<file path="config.mk">
export PLATFORM = sky130hd
export DESIGN_NAME = fp_mult_uc
export DESIGN_NICKNAME = d
export VERILOG_FILES = /design/src/rtl/fp_mult_uc_pkg.sv /design/src/rtl/fp_mult_uc_detector_um.sv /design/src/rtl/fp_mult_uc.sv
export SDC_FILE = /design/constraint.sdc
export NUM_CORES = 1
export LEC_CHECK = 0
export CORE_ASPECT_RATIO = 0.7
export CORE_MARGIN = 2
export CORE_UTILIZATION = 37
export DETAILED_ROUTE_END_ITERATION = 16
export GPL_ROUTABILITY_DRIVEN = 1
export PLACE_DENSITY = 0.79
export SLEW_MARGIN = 20
export SYNTH_ARGS = -nofsm -noshare
export SYNTH_HDL_FRONTEND = slang
export SYNTH_SLANG_ARGS = --single-unit
</file>
<file path="constraint.sdc">
create_clock -name clock -period 4.3 [get_ports clock]
set_input_delay 0.86 -clock clock [delete_from_list [all_inputs] [get_ports clock]]
set_output_delay 0.86 -clock clock [all_outputs]
set_load 0.005 [all_outputs]
</file>
<file path="src/rtl/fp_mult_uc_pkg.sv">
// fp_mult_uc_pkg: shared states, control-word constants and normalization word helper for fp_mult_uc
package fp_mult_uc_pkg;
  typedef enum logic [2:0] {
    OCIOSO      = 3'd0,
    CARREGA     = 3'd1,
    MULTIPLICA  = 3'd2,
    NORMALIZA   = 3'd3,
    ARREDONDA   = 3'd4,
    VERIFICA    = 3'd5,
    RENORMALIZA = 3'd6,
    FIM         = 3'd7
  } state_e;
  localparam int SHIFT_LEFT = 8;
  localparam int INC_DEC = 8;
  localparam logic [8:0] RIGHT1 = 9'b0_00000001;
  localparam logic [8:0] INC1 = 9'b0_00000001;
  function automatic logic [8:0] norm_word(input int p, input int hidden);
    logic [8:0] w;
    w = '0;
    w[SHIFT_LEFT] = 1'b1;
    w[7:0] = 8'(hidden - p);
    return p > hidden ? RIGHT1 : p == hidden ? 9'h000 : w;
  endfunction
endpackage

</file>
<file path="src/rtl/fp_mult_uc_detector_um.sv">
// detector_um: leading-one detector (vec_i -> pos_o index of highest set bit, zero_o when vec_i is all zero)
module detector_um
  import fp_mult_uc_pkg::*;
#(
  parameter int W  = 54,
  parameter int PW = $clog2(W)
) (
  input  logic [W-1:0]  vec_i,
  output logic [PW-1:0] pos_o,
  output logic          zero_o
);
  always_comb begin
    pos_o = '0;
    for (int i = 0; i < W; i++) if (vec_i[i]) pos_o = PW'(i);
  end
  assign zero_o = ~|vec_i;
endmodule

</file>
<file path="src/rtl/fp_mult_uc.sv">
// fp_mult_uc: FP multiplier control FSM (in: clock, reset, iniciar, ula, round_fract; out: fd control words, ocupado, pronto, resultado_zero)
module fp_mult_uc
  import fp_mult_uc_pkg::*;
#(
  parameter int ULA_W      = 54,
  parameter int FRAC_W     = 26,
  parameter int HIDDEN_POS = 46,
  parameter int MULT_LAT   = 1
) (
  input  logic              clock,
  input  logic              reset,
  input  logic              iniciar,
  input  logic [ULA_W-1:0]  ula,
  input  logic [FRAC_W-1:0] round_fract,
  output logic              sinalMuxFP1,
  output logic              sinalMuxFP2,
  output logic [8:0]        sinalShiftRes,
  output logic [8:0]        sinalIncOrDec,
  output logic              sinalRound,
  output logic              ocupado,
  output logic              pronto,
  output logic              resultado_zero
);
  localparam int PW = $clog2(ULA_W);
  localparam int CW = MULT_LAT > 1 ? $clog2(MULT_LAT) : 1;
  state_e state_q, state_d;
  logic [CW-1:0] cnt_q, cnt_d;
  logic [8:0] word_q, word_d;
  logic [PW-1:0] pos;
  logic zero, last, unused_frac;
  detector_um #(.W(ULA_W)) u_det (
    .vec_i (ula),
    .pos_o (pos),
    .zero_o(zero)
  );
  assign unused_frac = ^round_fract[FRAC_W-2:0];
  assign last = cnt_q == CW'(MULT_LAT - 1);
  always_comb begin
    state_d = state_q;
    case (state_q)
      OCIOSO:      state_d = iniciar ? CARREGA : OCIOSO;
      CARREGA:     state_d = MULTIPLICA;
      MULTIPLICA:  state_d = !last ? MULTIPLICA : zero ? FIM : NORMALIZA;
      NORMALIZA:   state_d = ARREDONDA;
      ARREDONDA:   state_d = VERIFICA;
      VERIFICA:    state_d = round_fract[FRAC_W-1] ? RENORMALIZA : FIM;
      RENORMALIZA: state_d = FIM;
      FIM:         state_d = OCIOSO;
      default:     state_d = OCIOSO;
    endcase
    cnt_d = (state_q == MULTIPLICA && !last) ? cnt_q + CW'(1) : '0;
    word_d = (state_q == MULTIPLICA && last && !zero) ? norm_word(int'(pos), HIDDEN_POS) : word_q;
  end
  always_ff @(posedge clock) begin
    if (reset) begin
      state_q        <= OCIOSO;
      cnt_q          <= '0;
      word_q         <= '0;
      sinalMuxFP1    <= 1'b0;
      sinalMuxFP2    <= 1'b0;
      sinalShiftRes  <= '0;
      sinalIncOrDec  <= '0;
      sinalRound     <= 1'b0;
      ocupado        <= 1'b0;
      pronto         <= 1'b0;
      resultado_zero <= 1'b0;
    end else begin
      state_q        <= state_d;
      cnt_q          <= cnt_d;
      word_q         <= word_d;
      sinalMuxFP1    <= state_d inside {NORMALIZA, RENORMALIZA};
      sinalMuxFP2    <= state_d == RENORMALIZA;
      sinalShiftRes  <= state_d == NORMALIZA ? word_d : state_d == RENORMALIZA ? RIGHT1 : '0;
      sinalIncOrDec  <= state_d == NORMALIZA ? word_d : state_d == RENORMALIZA ? INC1 : '0;
      sinalRound     <= state_d == ARREDONDA;
      ocupado        <= state_d != OCIOSO;
      pronto         <= state_d == FIM;
      resultado_zero <= state_d == FIM && state_q == MULTIPLICA && zero;
    end
  end
endmodule

</file>
==> flow_metrics.env <==
export IMPL_status="completed"
export IMPL_ctsResizeCount=0
export IMPL_ys_ff_latch=20
export IMPL_clkLatencyLatePin_ns=0.26
export IMPL_worstHoldStart="word_q[1]$_SDFF_PP0_"
export IMPL_path_max_fanout=5
export IMPL_routed_wl_um=4750
export IMPL_drt_wirelength_per_cell_um=13.1
export IMPL_clkTransAtPathRegs_ns=0.07
export IMPL_antenna_found_initial=0
export IMPL_drive_above_1_share_pct=6.51
export IMPL_whs_ns=0.474
export IMPL_dieHeight_um=60.8
export IMPL_finalNonFillerCells=362
export IMPL_overflow=0
export IMPL_seqCellArea_um2=400
export IMPL_placed_cell_area_um2=2480
export IMPL_numCtsBuffers=3
export IMPL_fin_ws_ns=0.574
export IMPL_drtIter0Drc=169
export IMPL_viasPerCell=5.49
export IMPL_portBuffers=81
export IMPL_ys_seq_area_share_pct=23.5
export IMPL_fp_row_count=20
export IMPL_nFillCells=406
export IMPL_post_route_drc_count=0
export IMPL_finish_utilization_pct=57.9
export IMPL_grt_pass1_vias=1727
export IMPL_cts_htree_levels=1
export IMPL_place_congestion=0.919
export IMPL_slew_viol_final=0
export IMPL_peakVddDrop_v=0.000145
export IMPL_synthesis_nets=320
export IMPL_reg2reg_slack_ns=2.00
export IMPL_cts_sinks=20
export IMPL_areaGrowthSynthToFinish_pct=48.7
export IMPL_crit_required_ns=4.48
export IMPL_firstDrtPassIters=4
export IMPL_hold_class="flip-flop to flip-flop"
export IMPL_grt_pass1_wl_um=7950
export IMPL_netlist_area_um2=1700
export IMPL_die_area_um2=5170
export IMPL_cp_top_family="simple AND/OR/NAND/NOR gates"
export IMPL_hpwlAfterDp_um=3990
export IMPL_drv_cap=0
export IMPL_yosysWarnings=0
export IMPL_dpl_cell_count=358
export IMPL_synth_edf_count=0
export IMPL_grt_max_degree=12
export IMPL_hold_violations=0
export IMPL_total_power_mw=0.492
export IMPL_min_period_ns=3.73
export IMPL_cp_common_cell="nor3_1"
export IMPL_dp_slack_ns=0.305
export IMPL_worstMarginPinSlew_ns=0.939
export IMPL_finalNetCount=393
export IMPL_core_um2=4380
export IMPL_ys_flop_type="dfxtp_1"
export IMPL_die_x_um=85.1
export IMPL_p_leak_nw=0.882
export IMPL_critPathMaxStageDelay_ns=0.55
export IMPL_skew_ns=0.000923
export IMPL_synth_cell_type_count=54
export IMPL_start_kind="input pin"
export IMPL_syn_inst=235
export IMPL_async_flop_share_pct=0
export IMPL_cp_slowest_cell="or4_1"
export IMPL_post_cts_buffers=0
export IMPL_r2r_end="sinalIncOrDec[5]$_SDFF_PP0_"
export IMPL_multi_input_area_um2=1120
export IMPL_whs_path_depth=2
export IMPL_cts_root_buffer_cell="clkbuf_8"
export IMPL_grt_usage_pct=18.8
export IMPL_postLayoutCellArea_um2=2530
export IMPL_powerDensity_nw_per_um2=194
export IMPL_cts_buffer_depth=2
export IMPL_avgSynthCellArea_um2=7.25
export IMPL_max_freq_mhz=268
export IMPL_crit_path_end_kind="flip-flop"
export IMPL_n_antenna_cell=0
export IMPL_rr_worst_depth=6
export IMPL_setup_viol=0
export IMPL_crit_buf_inv=1
export IMPL_crit_arrival_ns=3.91
export IMPL_holdPathEnd="word_q[1]$_SDFF_PP0_"
export IMPL_setup_tns_ns=0
export IMPL_slew_headroom_pct=36.8
export IMPL_worstSetupPathType="input pin to flip-flop"
export IMPL_reg2reg_from="state_q[1]$_SDFF_PP0_"
export IMPL_hold_buffers=0
export IMPL_rsz0062_at_grt="no"
export IMPL_fin_crit_sh_pct=86.7
export IMPL_drtAntennaViolNets=0
export IMPL_ios=107
export IMPL_vias=1989
export IMPL_cp_cell_sequence="clkdlybuf4s50_1 > or4_1 > nor3_1 > o21ai_0 > a221oi_1 > nor2_1 > ha_1 > nand2_1 > or2b_2 > or3_2 > nor3_1"
export IMPL_cts_tree="done"
export IMPL_initial_utilization_pct=38.9
## worst max-delay path by stage
stage | from | to | slack (ns) | cells after the start
CTS | ula[19] | sinalIncOrDec[5]$_SDFF_PP0_ | 0.57 | 11
floorplan | ula[19] | sinalIncOrDec[5]$_SDFF_PP0_ | 1.05 | 10
detailed placement | ula[19] | sinalIncOrDec[5]$_SDFF_PP0_ | 0.30 | 11
global route | ula[19] | sinalIncOrDec[5]$_SDFF_PP0_ | 0.35 | 11
global placement | ula[19] | sinalIncOrDec[5]$_SDFF_PP0_ | 0.33 | 11
finish | ula[19] | sinalIncOrDec[5]$_SDFF_PP0_ | 0.57 | 11
## cells in the final DEF (no fill, tap or decap), drive strengths merged, types with 2 or more instances in the layout
cell type and count:
a21oi 21, a221oi 2, a311o 2, a311oi 2, a31o 2, a31oi 2, and2 2, buf 2
clkbuf 4, clkdlybuf4s50 81, dfxtp 20, ha 2, inv 17, nand2 12, nand2b 5, nand4 3
nor2 33, nor2b 3, nor3 16, nor4 12, nor4b 2, o2111ai 3, o21a 2, o21ai 13
o21bai 3, o31ai 4, or3 6, or4 13
## sequential cells by signal, summed over array words and instances, names as in the netlist
name	count
sinalIncOrDec	9
cnt_q	1
state_q	3
word_q	1
ocupado	1
sinalMuxFP2	1
resultado_zero	1
sinalRound	1
pronto	1
sinalMuxFP1	1
## power by group
part | internal (mW) | total, mW | leakage [nW] | switching (mW)
Sequential | 0.192 | 0.202 | 0.162 | 0.00993
Combinational | 0.0831 | 0.150 | 0.691 | 0.0667
Clock | 0.0815 | 0.140 | 0.0288 | 0.0585
## worst reg2reg max path, delay by kind of cell (launching register included)
kind,cells,cell delay (ns)
and+or+nand+nor,5,1.51
DFF,1,0.50
AOI/OAI and AO/OA,1,0.22
## logic make-up (layout without fill, tap and decap cells)
group	after synthesis	in the layout	share of synthesized area [%]
simple gates	114	114	37.4
compound gates	64	64	25.6
buf+inv	32	104	10.8
flops	20	20	23.5
fa+ha+maj	2	2	1.47
xor+xnor	2	2	1.03
other cells	1	1	0.220
## per-layer routing
metal  part of all wire [%]  vias up  track usage, %
li1                       -     1023               -
met1                     50      877            28.1
met2                     41       87            28.5
met3                    8.9        2            4.35
met4                   0.17        0            2.04
met5                      0        -               0
## cells in the mapped netlist, drive strengths merged (3+ instances only)
library cell | instances | area share, %
or3 | 6 | 2.6
nand2b | 5 | 1.8
buf | 13 | 6.6
o21bai | 3 | 2.0
nor2 | 33 | 7.3
nor3 | 16 | 4.7
o2111ai | 3 | 1.5
inv | 17 | 3.7
or4 | 13 | 5.9
o21ai | 13 | 4.0
o31ai | 4 | 1.8
nand4 | 3 | 1.1
dfxtp | 20 | 23
a21oi | 21 | 6.2
nand2 | 12 | 3.1
nor4 | 12 | 4.8
nor2b | 3 | 1.1
## final cells by class
| type | instances | share of cell area [%] |
|---|---|---|
| clock buffer | 4 | 2.17 |
| inverter | 17 | 2.52 |
| multi-input combinational | 183 | 44.2 |
| sequential | 20 | 15.8 |
| tap | 55 | 2.72 |
| timing repair buffer | 83 | 32.6 |
No activity file was read; power rests on OpenSTA's default activity.
